$ cat src/rtl/zbt_segment_ring_ctrl.sv
// ZBT port arbiter and segment ring fill tracker.
// A burst writer and a sequential reader share one ZBT port. The writer always
// wins the port. The ZBT buffer is treated as a ring of equal segments; the
// block counts how many segments hold unread data and gates the writer grant
// and the reader stall from that count.
module zbt_segment_ring_ctrl #(
    parameter int ADDR_WIDTH   = 19,
    parameter int DATA_WIDTH   = 32,
    parameter int SEG_BITS     = 1,
    parameter int INIT_CYCLES  = 1048575,
    parameter int PREFILL_SEGS = 1
) (
    input  logic                  clock,
    input  logic                  reset,
    input  logic                  Flush_I,
    input  logic                  Wr_Active_I,
    output logic                  Wr_Ready_O,
    input  logic                  Wr_En_I,
    input  logic [ADDR_WIDTH-1:0] Wr_Address_I,
    input  logic [DATA_WIDTH-1:0] Wr_Data_I,
    input  logic [ADDR_WIDTH-1:0] Rd_Address_I,
    output logic                  Rd_Busy_O,
    output logic [ADDR_WIDTH-1:0] ZBT_Address_O,
    output logic [DATA_WIDTH-1:0] ZBT_Data_O,
    output logic                  ZBT_Write_En_O,
    output logic                  Initial_Fill_O,
    output logic [SEG_BITS:0]     Fill_Level_O,
    output logic                  Overflow_O,
    output logic                  Underflow_O
);

    localparam int                LOW_BITS  = ADDR_WIDTH - SEG_BITS;
    localparam int                CNT_W     = $clog2(INIT_CYCLES + 1);
    localparam logic [CNT_W-1:0]  INIT_LAST = CNT_W'(INIT_CYCLES);
    localparam logic [SEG_BITS:0] FULL      = (SEG_BITS + 1)'(1 << SEG_BITS);
    localparam logic [SEG_BITS:0] PREFILL   = (SEG_BITS + 1)'(PREFILL_SEGS);

    logic [CNT_W-1:0]    r_init_cnt;
    logic [SEG_BITS-1:0] r_rd_seg_dly;
    logic [SEG_BITS:0]   r_fill;
    logic                r_initial_fill;
    logic                r_overflow;
    logic                r_underflow;
    logic                r_wr_ready;

    logic                w_init_done;
    logic                w_seg_done;
    logic [SEG_BITS-1:0] w_rd_seg;
    logic                w_seg_freed;
    logic [SEG_BITS:0]   w_fill_nxt;
    logic                w_ovf_set;
    logic                w_unf_set;

    // Port mux: the writer owns the port whenever it strobes a word.
    always_comb begin
        ZBT_Write_En_O = Wr_En_I;
        ZBT_Data_O     = Wr_Data_I;
        ZBT_Address_O  = Wr_En_I ? Wr_Address_I : Rd_Address_I;
    end

    assign w_init_done = (r_init_cnt == INIT_LAST);
    assign w_seg_done  = Wr_En_I & (&Wr_Address_I[LOW_BITS-1:0]);
    assign w_rd_seg    = Rd_Address_I[ADDR_WIDTH-1 -: SEG_BITS];
    assign w_seg_freed = (w_rd_seg != r_rd_seg_dly);

    // Next fill level; a write and a read completing together cancel out.
    always_comb begin
        w_fill_nxt = r_fill;
        w_ovf_set  = 1'b0;
        w_unf_set  = 1'b0;
        if (w_seg_done && !w_seg_freed) begin
            if (r_fill == FULL) w_ovf_set = 1'b1;
            else                w_fill_nxt = r_fill + 1'b1;
        end else if (w_seg_freed && !w_seg_done) begin
            if (r_fill == '0) w_unf_set = 1'b1;
            else              w_fill_nxt = r_fill - 1'b1;
        end
    end

    // Power-up delay counter; saturates and is not affected by a flush.
    always_ff @(posedge clock or posedge reset) begin
        if (reset)                    r_init_cnt <= '0;
        else if (r_init_cnt != INIT_LAST) r_init_cnt <= r_init_cnt + 1'b1;
    end

    // Reader segment history; tracking it on flush too avoids a spurious free.
    always_ff @(posedge clock or posedge reset) begin
        if (reset) r_rd_seg_dly <= '0;
        else       r_rd_seg_dly <= w_rd_seg;
    end

    // Fill level, sticky status flags and writer grant.
    always_ff @(posedge clock or posedge reset) begin
        if (reset) begin
            r_fill         <= '0;
            r_initial_fill <= 1'b0;
            r_overflow     <= 1'b0;
            r_underflow    <= 1'b0;
            r_wr_ready     <= 1'b0;
        end else if (Flush_I) begin
            r_fill         <= '0;
            r_initial_fill <= 1'b0;
            r_overflow     <= 1'b0;
            r_underflow    <= 1'b0;
            r_wr_ready     <= 1'b0;
        end else begin
            r_fill         <= w_fill_nxt;
            r_initial_fill <= r_initial_fill | (r_fill >= PREFILL);
            r_overflow     <= r_overflow | w_ovf_set;
            r_underflow    <= r_underflow | w_unf_set;
            if (Wr_Active_I)                          r_wr_ready <= 1'b0;
            else if (w_init_done && (w_fill_nxt < FULL)) r_wr_ready <= 1'b1;
            else                                      r_wr_ready <= 1'b0;
        end
    end

    assign Wr_Ready_O     = r_wr_ready;
    assign Initial_Fill_O = r_initial_fill;
    assign Fill_Level_O   = r_fill;
    assign Overflow_O     = r_overflow;
    assign Underflow_O    = r_underflow;
    assign Rd_Busy_O      = Wr_En_I | ~r_initial_fill | (r_fill == '0);

endmodule

$ cat config.mk
export PLATFORM = sky130hd
export DESIGN_NAME = zbt_segment_ring_ctrl
export DESIGN_NICKNAME = d
export VERILOG_FILES = /design/src/rtl/zbt_segment_ring_ctrl.sv
export SDC_FILE = /design/constraint.sdc
export NUM_CORES = 1
export LEC_CHECK = 0
export ABC_AREA = 1
export ABC_CLOCK_PERIOD_IN_PS = 1710
export BUFFER_PORTS_ARGS = -buffer_cell sky130_fd_sc_hd__buf_2
export CAP_MARGIN = 20
export CORE_MARGIN = 3
export CORE_UTILIZATION = 39
export DETAILED_ROUTE_END_ITERATION = 12
export HOLD_SLACK_MARGIN = 0.05
export PLACE_DENSITY_LB_ADDON = 0.15
export RECOVER_POWER = 100
export REMOVE_ABC_BUFFERS = 1
export SLEW_MARGIN = 15
export SYNTH_ARGS = -nofsm -noshare
export SYNTH_HDL_FRONTEND = slang
export SYNTH_SLANG_ARGS = --single-unit
$ cat constraint.sdc
create_clock -name clock -period 1.71 [get_ports clock]
set_input_delay 0.513 -clock clock [delete_from_list [all_inputs] [get_ports clock]]
set_output_delay 0.513 -clock clock [all_outputs]
set_load 0.05 [all_outputs]
; After elaboration in Yosys (flattened, before gate mapping)
; Cells that the tools add are included.
[word_totals]
mem_bits_rw = 0
rom_bits = 0
latchBits = 0
ff_bits = 27
memories = 0
output_inout_bits = 59
[op_classes]
n_mux = 17
n_eq_ne = 4
shift = 0
n_bitwise = 7
add_sub_neg = 3
order_cmp = 2
n_reduce_logical = 7
n_div = 0
mul = 0
[ops]
columns = operator, n
row1 = $add A20 B1 Y20 const B, 1
row2 = $eq A20 B20 Y1 const B, 1
row3 = $ne A20 B20 Y1 const B, 1
row4 = $mux W19, 1
row5 = $reduce_and A18 Y1, 1
row6 = $mux W1, 11
row7 = $mux W2, 5
row8 = $or A1 B1 Y1, 5
row9 = $logic_and A1 B1 Y1, 3
row10 = $add A2 B1 Y2 const B, 1
row11 = $eq A2 B2 Y1 const B, 1
row12 = $ge A2 B1 Y1 const B, 1
row13 = $logic_not A1 Y1, 2
row14 = $logic_not A2 Y1, 1
row15 = $lt A2 B2 Y1 const B, 1
row16 = $sub A2 B1 Y2 const B, 1
row17 = $and A1 B1 Y1, 1
row18 = $ne A1 B1 Y1, 1
row19 = $not A1 Y1, 1

; Longest topological paths before layout
[logic_depth]
depth_word = 11
depth_mapped = 11
mapped_depth_nobuf = 11

; Worst setup path after synthesis
; No wires, ideal clock.
[synth_path]
path_type = flip-flop to output port
startpoint = register r_fill[0], in the netlist Fill_Level_O[0]
endpoint = output Rd_Busy_O
required_time_ps = 1197
setup_slack_ps = -301
arrival_time_ps = 1498
stages_incl_launch_ff = 5
path_cell_list = dfrtp_1 inv_1 ha_1 inv_1 nand3_1
[synth_between]
elab_chain_cells = 2
[synth_lines]
columns = item, line_no
row1 = from (decl), 40  ; logic [SEG_BITS:0] r_fill;
row2 = from (signal assigned), 107  ; r_fill <= w_fill_nxt;
row3 = $logic_not A2 Y1, 122  ; assign Rd_Busy_O = Wr_En_I | ~r_initial_fill | (r_fill == '0);
row4 = $or A1 B1 Y1, 122
row5 = to (decl), 22  ; output logic Rd_Busy_O,
; No other way between the ends.

; Final worst setup path
; Same ends and word-level chain as after synthesis.

==> impl_metrics.ini <==
[sta]
fin_crit_ns = 1.67
fmax_mhz = 600
slew_violations = 0
hold_violations = 0
tightestPinTransition_ns = 0.681
clock_skew_ns = 0.00585
rsz0062_at_grt = yes
relSlewSlack_pct = 54.6
period_share_pct = 97.5
setup_viol = 0

[logic_synthesis]
synth_top_cell_by_area = dfrtp_1
yosysTopAreaCellShare_pct = 31.3
ys_ff_latch = 27
synthAdderAreaFrac_pct = 2.90
syn_inst = 304
syn_area_um2 = 2160
synth_area_leaders = dfrtp_1, nand2_1, buf_4
synth_top_family_by_area = simple AND/OR/NAND/NOR gates
synth_seq_area_share_pct = 31.3
synthMuxAreaShare_pct = 0
ys_warn_count = 0
ys_types = 30
synth_compound_area_share_pct = 2.03
synth.avg_cell_area_um2 = 7.10
yosys.area_share.simple_pct = 42.6
synth_xor_area_share_pct = 4.87

[final_layout]
multi_input_area_um2 = 1150
design_area_um2 = 2580
final-instance-count-excl-fill = 421
n_fill_cell = 518
drive_above_1_share_pct = 31.6
layout_commonest_cell = nand2_1
regArea_um2 = 676
most-common-layout-cells = nand2_1, buf_2, dfrtp_1
diodes = 0
nets = 432
syn_to_final_growth_pct = 19.5

[drt]
vias = 2002
routedWlPerCell_um = 14.0
drcViolationCount = 0
first_iter_violations = 64
ant_nets = 0
via_per_inst = 4.76
first_pass_iters = 6
wl_um = 5910

[setup_path]
critPathMaxFanout = 3
crit_path_start = Fill_Level_O[0]$_DFFE_PP0P_
cp-end-kind = primary output
cp_slowest_cell = dfrtp_1
crit_top_cell = inv_2
rr_startpoint = r_init_cnt[0]$_DFFE_PP0P_
critPathMaxStageDelay_ns = 0.38
crit_path_cell_trace = inv_2 > ha_4 > inv_2 > nand3_2 > buf_8
cp.required_ns = 1.20
start_kind = register
crit_type = reg2out
cp.arrival_ns = 1.15

[grt]
antenna_found_initial = 0
track_usage_pct = 18.9
gr-usage-met3_pct = 10.9
grt_pass1_wl_um = 9360
busiest_layer = met2
grt_max_degree = 28
grt_util_met2_pct = 28.5
grt_pass1_vias = 1911
grt_use_met1_pct = 23.2
grt-ovfl-total = 0

[place]
dp_hpwl_um = 4740
gp_congestion = 0.865
post-place-cells = 415
portBuffers = 69
placed_area_um2 = 2420

[pwr]
p_leak_nw = 1.40
vdd_drop_max_v = 0.000441
p_per_area_nw_per_um2 = 538

[floorplanning]
chipWidth_um = 80.4
start_util_pct = 41.2
core.rowCount = 26
pin_count = 134
design.core.area_um2 = 5240
dieHeight_um = 80.4
die_area_um2 = 6460

[clock_network]
clock_path_buffers = 2
clk_latency_ns = 0.28
cts_buffers = 3
h-tree-depth = 1
cts_tree = yes
cts_root_buf = clkbuf_8
cts.clk_slew.worst_paths_ns = 0.10
cts.sinks = 27

[hold_path]
hp-class = in2async

[run_status]
status = finished, final reports clean

[flow_run]
cap_violations = 0
[synth_stat cells (all sizes together)]
cell / instances
nor2: 31
o21a: 2
nand3: 26
dfrtp: 27
xor2: 5
or2: 5
ha: 5
clkbuf: 3
nand4: 10
nor4: 2
buf: 34
nand2: 110
xnor2: 7
nand3b: 3
nor3: 5
inv: 24
o21ai: 5
[sequential cells by signal, indices dropped and copies added (netlist names)]
signal / count
Fill_Level_O: 2
Initial_Fill_O: 1
Overflow_O: 1
Underflow_O: 1
Wr_Ready_O: 1
r_init_cnt: 20
r_rd_seg_dly: 1
[repair_timing]
action / in CTS / in global routing
endpoints found under the hold margin: 0 / 0
endpoints found under the setup margin: 20 / 22
pin swaps: 0 / 2
buffers inserted: 1 / 1
cloned: 0 / 0
gates resized for setup: 26 / 11
hold buffers: 0 / 0
[worst paths after layout]
path                                              end  slack, ns  depth (start not counted)
min reg2reg                     Underflow_O$_DFF_PP0_       0.50                          1
max reg2reg                r_init_cnt[12]$_DFFE_PP0P_       0.14                          9
max in group asynchronous   r_init_cnt[6]$_DFFE_PP0P_       0.86                          3
max                                         Rd_Busy_O       0.04                          5
min                         r_init_cnt[8]$_DFFE_PP0P_       0.40                          3
min in group clock             r_rd_seg_dly$_DFF_PP0_       0.40                          1
[layer usage]
layer  vias up  part of all wire (%)
li1       1023                     -
met5         -                     0
met2        92                    42
met3         4                    14
met4         0                  0.54
met1       883                    44
[layout make-up]
class	instances	share of cell area [%]
tap	70	3.39
multi-input combinational	216	44.8
timing repair buffer	80	20.4
clock inverter	1	0.194
clock buffer	3	1.60
inverter	24	3.49
sequential	27	26.2
[power by group]
part           total [mW]  switching (mW)  internal [mW]  leakage [nW]
Sequential          0.643         0.00157          0.641         0.359
Combinational       0.375           0.249          0.127          1.01
Clock               0.369           0.205          0.164        0.0255
Total                1.39           0.455          0.932          1.40
[worst max-delay path, delay by kind of cell (launching register included)]
family        cells  cell delay (ns)
fa+ha+maj         1             0.15
buf+inv           3             0.28
flops             1             0.38
simple gates      1             0.07
[kinds of logic after synthesis]
family                     count (synthesis)
and+or+nand+nor                          192
buffers and inverters                     61
DFF                                       27
xor gates and xnor gates                  12
AOI/OAI and AO/OA                          7
adders and majority gates                  5
[through the flow]
step / util (%) / TNS, ns / power [mW] / setup WS [ns] / hold slack [ns]
finish: 49.3 / 0 / 1.39 / 0.0427 / 0.400
CTS: 48.5 / -0.0260 / 1.40 / -0.0260 / 0.290
floorplan: - / -1.10 / 0.864 / -0.301 / 0.463
detailed placement: 46.2 / -0.984 / 1.00 / -0.0814 / 0.480
global route: 49.3 / -0.0250 / 1.47 / -0.0250 / 0.404
global placement: 46.2 / -0.757 / 1.00 / -0.0481 / 0.472
Power figures use the tool's default switching activity.
